**config.mk**
```make
export PLATFORM = sky130hd
export DESIGN_NAME = adc_rec_unpack_flat
export DESIGN_NICKNAME = d
export VERILOG_FILES = /design/src/rtl/adc_rec_unpack_if.sv /design/src/rtl/adc_rec_unpack.sv /design/src/flat_wrapper.sv
export SDC_FILE = /design/constraint.sdc
export NUM_CORES = 1
export LEC_CHECK = 0
export ABC_AREA = 1
export BUFFER_PORTS_ARGS = -buffer_cell sky130_fd_sc_hd__buf_2
export CAP_MARGIN = 20
export CELL_PAD_IN_SITES_DETAIL_PLACEMENT = 1
export CELL_PAD_IN_SITES_GLOBAL_PLACEMENT = 1
export CORE_ASPECT_RATIO = 2
export CORE_MARGIN = 3
export CORE_UTILIZATION = 39
export DETAILED_ROUTE_END_ITERATION = 10
export HOLD_SLACK_MARGIN = 0.15
export PLACE_DENSITY_LB_ADDON = 0.1
export SYNTH_ARGS = -nofsm -noshare
export SYNTH_HDL_FRONTEND = slang
export SYNTH_SLANG_ARGS = --single-unit
```
**constraint.sdc**
```tcl
create_clock -name clk -period 1.95 [get_ports clk]
set_clock_uncertainty 0.1 [all_clocks]
set_input_delay 0.2925 -clock clk [delete_from_list [all_inputs] [get_ports clk]]
set_output_delay 0.2925 -clock clk [all_outputs]
set_load 0.005 [all_outputs]
```
**src/rtl/adc_rec_unpack_if.sv**
```systemverilog
`default_nettype none
// ============================================================================
// Module      : adc_rec_unpack_if
// Description : Stream bundle shared by the ADC record unpacker and its
//               environment.
//               - Record stream: 128-bit words in_dat qualified by
//                 in_vld/in_rdy. The word moves on a clk edge where both
//                 are high.
//               - Sample stream: 16-bit smp_dat qualified by
//                 smp_vld/smp_rdy, with smp_last marking the final sample
//                 of a fill.
//               Modports:
//               - master : the environment. It supplies records and sinks
//                          samples.
//               - slave  : the unpacker.
// Revision    : 1.0  initial release
// ============================================================================
interface adc_rec_unpack_if;
    logic [127:0] in_dat;
    logic         in_vld;
    logic         in_rdy;
    logic [15:0]  smp_dat;
    logic         smp_vld;
    logic         smp_rdy;
    logic         smp_last;

    modport master (
        output in_dat, in_vld, smp_rdy,
        input  in_rdy, smp_dat, smp_vld, smp_last
    );

    modport slave (
        input  in_dat, in_vld, smp_rdy,
        output in_rdy, smp_dat, smp_vld, smp_last
    );
endinterface
`default_nettype wire

```
**src/rtl/adc_rec_unpack.sv**
```systemverilog
`default_nettype none
// ============================================================================
// Module      : adc_rec_unpack
// Description : Parses fill records read back from DDR3.
//               A fill consists of one header word, num_fill_bursts data
//               words and one checksum word. The checksum is the XOR of the
//               header and all data words.
//               Each data word carries eight 16-bit sign-extended ADC
//               samples. They are emitted lowest lane first on the sample
//               stream.
// Ports       : clk             - sole clock, rising edge
//               rst_n           - asynchronous active-low reset
//               bus             - record in / sample out streams (slave)
//               hdr_vld         - 1-cycle pulse, header fields updated
//               fill_num        - header [23:0]
//               burst_start_adr - header [57:35]
//               num_fill_bursts - header [84:64]
//               channel_tag     - header [111:96]
//               fill_type       - header [113:112]
//               fill_done       - 1-cycle pulse, checksum word consumed
//               cksum_ok        - checksum result, valid with fill_done
//               hdr_err         - 1-cycle pulse, header word rejected
//               ext_err_cnt     - saturating sign-extension violation count
// Revision    : 1.0  initial release
// ============================================================================
module adc_rec_unpack (
    input  wire logic               clk,
    input  wire logic               rst_n,
    adc_rec_unpack_if.slave         bus,
    output logic                    hdr_vld,
    output logic [23:0]             fill_num,
    output logic [22:0]             burst_start_adr,
    output logic [20:0]             num_fill_bursts,
    output logic [15:0]             channel_tag,
    output logic [1:0]              fill_type,
    output logic                    fill_done,
    output logic                    cksum_ok,
    output logic                    hdr_err,
    output logic [15:0]             ext_err_cnt
);

    localparam logic [1:0]  HDR_TAG     = 2'b01;
    localparam logic [2:0]  LAST_LANE   = 3'd7;
    localparam logic [15:0] ERR_CNT_MAX = 16'hFFFF;

    typedef enum logic [1:0] {
        ST_HDR   = 2'd0,
        ST_DATA  = 2'd1,
        ST_CKSUM = 2'd2
    } state_t;

    state_t         r_state;
    state_t         w_state_nxt;

    // r_live rises on the first edge after reset release. It keeps in_rdy
    // low while reset is asserted.
    logic           r_live;

    // Serializer: one held data word plus the lane currently presented.
    logic [127:0]   r_word;
    logic           r_full;
    logic [2:0]     r_idx;
    logic           r_last_word;

    logic [20:0]    r_cnt;       // data words still to be accepted
    logic [127:0]   r_ck;        // running XOR checksum

    logic           w_in_rdy;
    logic           w_in_fire;
    logic           w_smp_fire;
    logic           w_smp_end;
    logic           w_hdr_ok;
    logic [15:0]    w_smp;
    logic           w_viol;

    // ------------------------------------------------------------------
    // Handshake and sample decode
    // ------------------------------------------------------------------
    assign w_hdr_ok   = (bus.in_dat[127:126] == HDR_TAG);
    assign w_smp      = r_word[{r_idx, 4'b0000} +: 16];
    assign w_viol     = (w_smp[15:12] != {4{w_smp[11]}});
    assign w_smp_fire = r_full & bus.smp_rdy;
    assign w_smp_end  = w_smp_fire & (r_idx == LAST_LANE);
    assign w_in_fire  = bus.in_vld & w_in_rdy;

    // in_rdy is a function of state, registered flags and smp_rdy only.
    // It never depends on in_vld.
    // In DATA a new word may land on the same edge that lane 7 leaves, so
    // back-to-back words flow without a bubble.
    // In CKSUM the checksum word waits until the last data word has fully
    // drained.
    always_comb begin
        w_in_rdy = 1'b0;
        case (r_state)
            ST_HDR:   w_in_rdy = r_live;
            ST_DATA:  w_in_rdy = ~r_full | w_smp_end;
            ST_CKSUM: w_in_rdy = ~r_full;
            default:  w_in_rdy = 1'b0;
        endcase
    end

    // ------------------------------------------------------------------
    // State machine
    // ------------------------------------------------------------------
    always_ff @(posedge clk or negedge rst_n) begin
        if (!rst_n) begin
            r_state <= ST_HDR;
        end else begin
            r_state <= w_state_nxt;
        end
    end

    always_comb begin
        w_state_nxt = r_state;
        case (r_state)
            ST_HDR: begin
                if (w_in_fire && w_hdr_ok) begin
                    if (bus.in_dat[84:64] != 21'd0) begin
                        w_state_nxt = ST_DATA;
                    end else begin
                        w_state_nxt = ST_CKSUM;
                    end
                end
            end
            ST_DATA: begin
                if (w_in_fire && (r_cnt == 21'd1)) begin
                    w_state_nxt = ST_CKSUM;
                end
            end
            ST_CKSUM: begin
                if (w_in_fire) begin
                    w_state_nxt = ST_HDR;
                end
            end
            default: w_state_nxt = ST_HDR;
        endcase
    end

    // ------------------------------------------------------------------
    // Header capture, checksum, counter and status pulses
    // ------------------------------------------------------------------
    always_ff @(posedge clk or negedge rst_n) begin
        if (!rst_n) begin
            r_live          <= 1'b0;
            r_cnt           <= 21'd0;
            r_ck            <= 128'd0;
            hdr_vld         <= 1'b0;
            hdr_err         <= 1'b0;
            fill_done       <= 1'b0;
            cksum_ok        <= 1'b0;
            fill_num        <= 24'd0;
            burst_start_adr <= 23'd0;
            num_fill_bursts <= 21'd0;
            channel_tag     <= 16'd0;
            fill_type       <= 2'd0;
        end else begin
            r_live    <= 1'b1;
            hdr_vld   <= 1'b0;
            hdr_err   <= 1'b0;
            fill_done <= 1'b0;

            case (r_state)
                ST_HDR: begin
                    if (w_in_fire) begin
                        if (w_hdr_ok) begin
                            fill_num        <= bus.in_dat[23:0];
                            burst_start_adr <= bus.in_dat[57:35];
                            num_fill_bursts <= bus.in_dat[84:64];
                            channel_tag     <= bus.in_dat[111:96];
                            fill_type       <= bus.in_dat[113:112];
                            hdr_vld         <= 1'b1;
                            r_ck            <= bus.in_dat;
                            r_cnt           <= bus.in_dat[84:64];
                        end else begin
                            hdr_err <= 1'b1;
                        end
                    end
                end
                ST_DATA: begin
                    if (w_in_fire) begin
                        r_ck  <= r_ck ^ bus.in_dat;
                        r_cnt <= r_cnt - 21'd1;
                    end
                end
                ST_CKSUM: begin
                    if (w_in_fire) begin
                        fill_done <= 1'b1;
                        cksum_ok  <= (bus.in_dat == r_ck);
                    end
                end
                default: ;
            endcase
        end
    end

    // ------------------------------------------------------------------
    // Serializer
    // ------------------------------------------------------------------
    always_ff @(posedge clk or negedge rst_n) begin
        if (!rst_n) begin
            r_word      <= 128'd0;
            r_full      <= 1'b0;
            r_idx       <= 3'd0;
            r_last_word <= 1'b0;
        end else begin
            if ((r_state == ST_DATA) && w_in_fire) begin
                // A load also covers the case where lane 7 of the previous
                // word leaves on this same edge.
                r_word      <= bus.in_dat;
                r_full      <= 1'b1;
                r_idx       <= 3'd0;
                r_last_word <= (r_cnt == 21'd1);
            end else if (w_smp_fire) begin
                if (r_idx == LAST_LANE) begin
                    r_full <= 1'b0;
                    r_idx  <= 3'd0;
                end else begin
                    r_idx <= r_idx + 3'd1;
                end
            end
        end
    end

    // Violations are counted when the sample is handed over.
    always_ff @(posedge clk or negedge rst_n) begin
        if (!rst_n) begin
            ext_err_cnt <= 16'd0;
        end else if (w_smp_fire && w_viol && (ext_err_cnt != ERR_CNT_MAX)) begin
            ext_err_cnt <= ext_err_cnt + 16'd1;
        end
    end

    assign bus.in_rdy   = w_in_rdy;
    assign bus.smp_vld  = r_full;
    assign bus.smp_dat  = w_smp;
    assign bus.smp_last = r_full & r_last_word & (r_idx == LAST_LANE);

endmodule
`default_nettype wire

```
**src/flat_wrapper.sv**
```systemverilog
// flat-port wrapper written by rule: the top's interface ports become plain ports
module adc_rec_unpack_flat 
  (clk, rst_n, hdr_vld, fill_num, burst_start_adr, num_fill_bursts, channel_tag, fill_type, fill_done, cksum_ok, hdr_err, ext_err_cnt, bus_in_dat, bus_in_vld, bus_smp_rdy, bus_in_rdy, bus_smp_dat, bus_smp_vld, bus_smp_last);
  adc_rec_unpack_if bus_i ();
  input  wire logic clk;
  input  wire logic rst_n;
  output logic hdr_vld;
  output logic [23:0] fill_num;
  output logic [22:0] burst_start_adr;
  output logic [20:0] num_fill_bursts;
  output logic [15:0] channel_tag;
  output logic [1:0] fill_type;
  output logic fill_done;
  output logic cksum_ok;
  output logic hdr_err;
  output logic [15:0] ext_err_cnt;
  input wire logic [$bits(bus_i.in_dat)-1:0] bus_in_dat;
  input wire logic [$bits(bus_i.in_vld)-1:0] bus_in_vld;
  input wire logic [$bits(bus_i.smp_rdy)-1:0] bus_smp_rdy;
  output wire logic [$bits(bus_i.in_rdy)-1:0] bus_in_rdy;
  output wire logic [$bits(bus_i.smp_dat)-1:0] bus_smp_dat;
  output wire logic [$bits(bus_i.smp_vld)-1:0] bus_smp_vld;
  output wire logic [$bits(bus_i.smp_last)-1:0] bus_smp_last;
  assign bus_i.in_dat = bus_in_dat;
  assign bus_i.in_vld = bus_in_vld;
  assign bus_i.smp_rdy = bus_smp_rdy;
  assign bus_in_rdy = bus_i.in_rdy;
  assign bus_smp_dat = bus_i.smp_dat;
  assign bus_smp_vld = bus_i.smp_vld;
  assign bus_smp_last = bus_i.smp_last;
  adc_rec_unpack u_core (.clk(clk), .rst_n(rst_n), .bus(bus_i), .hdr_vld(hdr_vld), .fill_num(fill_num), .burst_start_adr(burst_start_adr), .num_fill_bursts(num_fill_bursts), .channel_tag(channel_tag), .fill_type(fill_type), .fill_done(fill_done), .cksum_ok(cksum_ok), .hdr_err(hdr_err), .ext_err_cnt(ext_err_cnt));
endmodule
```
==> results.py <==
metrics = {
    "cts": {
        "cts_buffers": 40,
        "clock_sinks": 391,
        "cts_tree": "done",
        "path_clk_slew_ps": 70,
        "clockBufferDepth": 3,
        "clk_latency_ps": 590,
        "htree_levels": 2,
        "cts-root-buf": "clkbuf_16",
    },
    "outcome": {
        "violations": "setup timing",
        "status": "finished with violations",
    },
    "floorplan": {
        "rows": 116,
        "core_um2": 50400,
        "dieArea_um2": 54100,
        "start_util": 0.396,
        "die_w_um": 166,
        "die_h_um": 326,
        "ios": 257,
    },
    "power": {
        "seqPwrFrac": 0.304,
        "power_frac_comb": 0.528,
        "intPower_uw": 27600,
        "vdd_ir_drop_max_mv": 0.912,
        "p_leak_uw": 0.0149,
        "power_density_nw_per_um2": 1590,
        "clockPowerShare": 0.168,
        "power_switching_share": 0.435,
        "switching_power_uw": 21300,
    },
    "logic_synthesis": {
        "avgSynthCellArea_um2": 7.89,
        "ys_seq_area_frac": 0.491,
        "ys_ff_latch": 391,
        "syn_area_um2": 19900,
        "syn-num-nets": 2665,
        "yosys.area.top_type": "dfrtp_1",
        "yosysWarnings": 0,
        "synth_top_area_share": 0.491,
        "synthTopCellsByArea": "dfrtp_1 49%, nand2_1 17%, o21ai_0 7.2%, xnor2_1 5.7%, o21ai_1 4.4%",
        "synth_cell_types": 41,
        "postSynthCellCount": 2528,
    },
    "grt": {
        "antenna_found_initial": 0,
        "grt_pass1_wl_um": 137000,
        "first_global_vias": 23048,
        "overflow": 0,
        "grt_max_degree": 83,
        "track_usage": 0.323,
    },
    "critical_path": {
        "r2r_start": "u_core.r_idx[0]",
        "r2r-end": "u_core.r_word[20]",
        "crit_chain": "inv_6, buf_12, buf_16, buf_4, o21ai_4, o21ai_2, nor2_2, a31oi_2, buf_2",
        "ff2ff_path_depth": 17,
        "worst_setup_path_start_kind": "register",
        "crit_buf_inv": 5,
        "path_class": "reg2out",
        "cp_max_fo": 6,
        "max_stage_delay_ps": 460,
        "cp_top_family": "buffers and inverters",
        "reg2reg_slack_ps": -620,
        "required_ps": 1560,
        "endpoint_kind": "primary output",
        "cp.arrival_ps": 2250,
        "slowest_stage": "dfrtp_2",
    },
    "layout": {
        "syn2layout_area_growth_pct": 54.6,
        "n_antenna_cell": 0,
        "layout-drive-gt1-share": 0.358,
        "fin_cells": 3811,
        "final_nets": 3269,
        "fillCellCount": 5654,
        "postLayoutCellArea_um2": 30800,
    },
    "drt": {
        "wl_um": 95500,
        "drt-pass1-iter-count": 5,
        "wl_met3_um": 4070,
        "m1WireLength_um": 32900,
        "drtIter0Drc": 1321,
        "drtAntennaViolNets": 0,
        "routed-wl-met2_um": 51100,
        "vias_per_cell": 5.52,
        "dr.max_layer_used": "met4",
        "drt-wirelength-per-cell_um": 25.0,
        "vias": 21030,
        "drcViolationCount": 0,
    },
    "sta": {
        "finalHoldViolCount": 0,
        "fmax_mhz": 378,
        "max-slew-margin-rel": 0.344,
        "rsz0062_at_grt": "true",
        "post-route-min-period_ps": 2640,
        "hold_ws_ps": 223,
        "post-route-worst-setup-slack_ps": -694,
        "tightest_slew_ps": 981,
        "finalSetupViolCount": 419,
        "slew_violations": 0,
        "finalCritPeriodShare": 1.36,
    },
    "placed_design": {
        "dp_slack_ps": -354,
        "io_buffer_count": 256,
        "placed_cells": 3449,
        "placed_cell_area_um2": 22800,
        "gp_congestion": 0.889,
        "dp_hpwl_um": 54800,
    },
    "flow_run": {
        "cap_violations": 0,
    },
    "hold_path": {
        "hold-path-endpoint": "u_core.r_ck[127]",
        "min_path_cells": 5,
        "hold_start": "bus_in_dat[127]",
        "hold_class": "in2reg",
    },
}
## worst min-delay path, cell delays in order
cell and delay [ps]:
buf_2 180, xnor2_1 170, nand2_1 50, o21ai_0 70, o21ai_1 80
## state kept, by name, summed over array words and instances, names as in the netlist, 2 cells and up
register                count
u_core.fill_num            24
u_core.r_idx                3
u_core.r_word             128
u_core.r_cnt               21
u_core.ext_err_cnt         16
u_core.num_fill_bursts     21
u_core.r_ck               128
u_core.channel_tag         16
u_core.burst_start_adr     23
u_core.r_state              2
u_core.fill_type            2
## layer usage
metal,GRT usage,vias to the layer above
met5,0,-
met4,0.184,0
met3,0.0382,374
met2,0.615,774
met1,0.340,10600
li1,-,9282
## through the flow
stage / total power [uW] / util / TNS, ps
after floorplan: 24500 / - / -1530
after global placement: 30700 / 0.452 / -35160
after detailed placement: 31600 / 0.452 / -56780
after CTS: 45300 / 0.583 / -167110
after global routing: 51600 / 0.612 / -218420
final: 48900 / 0.612 / -194690
## cells in the final DEF (no fill, tap or decap), drive strengths merged, types with 2 or more instances in the layout
cell type,Yosys,routed
dfrtp,391,391
xnor2,129,129
o211ai,4,4
clkinv,0,5
o21ai,463,463
a21oi,43,43
inv,184,189
bufinv,0,2
nand3,69,69
nor4,4,4
buf,92,547
a21boi,3,3
ha,5,5
nand2,922,922
nor3,14,14
nand4,7,7
a31oi,11,11
clkbuf,42,76
nor2,122,122
dlygate4sd3,0,132
or2,3,3
a2bb2oi,3,3
xor2,12,12
## cell usage after synthesis, drive strengths merged
master   instances
a21boi           3
a21oi           43
a2bb2oi          3
a31oi           11
and3             1
buf             92
clkbuf          42
conb             1
dfrtp          391
ha               5
inv            184
nand2          922
nand3           69
nand3b           1
nand4            7
nor2           122
nor3            14
nor4             4
o211ai           4
o21a             1
o21ai          463
o41ai            1
or2              3
xnor2          129
xor2            12
## final cells by class
class,count,area (um^2),share of cell area
sequential,391,9790,0.317
multi-input combinational,1819,10600,0.345
timing repair inverter,3,51.3,0.00166
clock buffer,62,1230,0.0400
inverter,184,753,0.0244
tap,649,812,0.0263
clock inverter,10,114,0.00369
timing repair buffer,693,7450,0.241
## worst max path at each step
stage | startpoint | to | slack [ps] | depth (start not counted)
3_5_place_dp | u_core.r_idx[0] | bus_smp_dat[3] | -350 | 8
2_1_floorplan | u_core.r_idx[1] | u_core.r_word[103] | -30 | 14
6_report | u_core.r_idx[0] | bus_smp_dat[0] | -690 | 9
4_1_cts | u_core.r_idx[0] | bus_smp_dat[0] | -600 | 9
5_1_grt | u_core.r_idx[0] | bus_smp_dat[1] | -690 | 9
3_3_place_gp | u_core.r_idx[0] | bus_smp_dat[3] | -330 | 8
## cells by family after synthesis
kind of cell	count (synthesis)	share of synthesized area
fa+ha+maj	5	0.00314
buf+inv	318	0.0796
compound gates	529	0.136
simple gates	1143	0.228
xor+xnor	141	0.0619
flops	391	0.491
other cells	1	0.000188
## power by group through the flow
stage / Clock [uW] / Sequential, uW / Combinational (uW)
floorplan: 0 / 13700 / 10900
global placement: 0 / 14000 / 16700
detailed placement: 0 / 14200 / 17400
CTS: 8290 / 14300 / 22800
global route: 8660 / 15100 / 27800
finish: 8220 / 14800 / 25800
## timing repair
action / CTS / global route
pin swaps: 66 / 32
endpoints found under the hold margin: 739 / 0
setup buffers: 76 / 27
hold buffers: 132 / 0
gates resized for setup: 499 / 402
endpoints found under the setup margin: 405 / 424
cloned: 64 / 19
No activity file was read; power rests on OpenSTA's default activity.
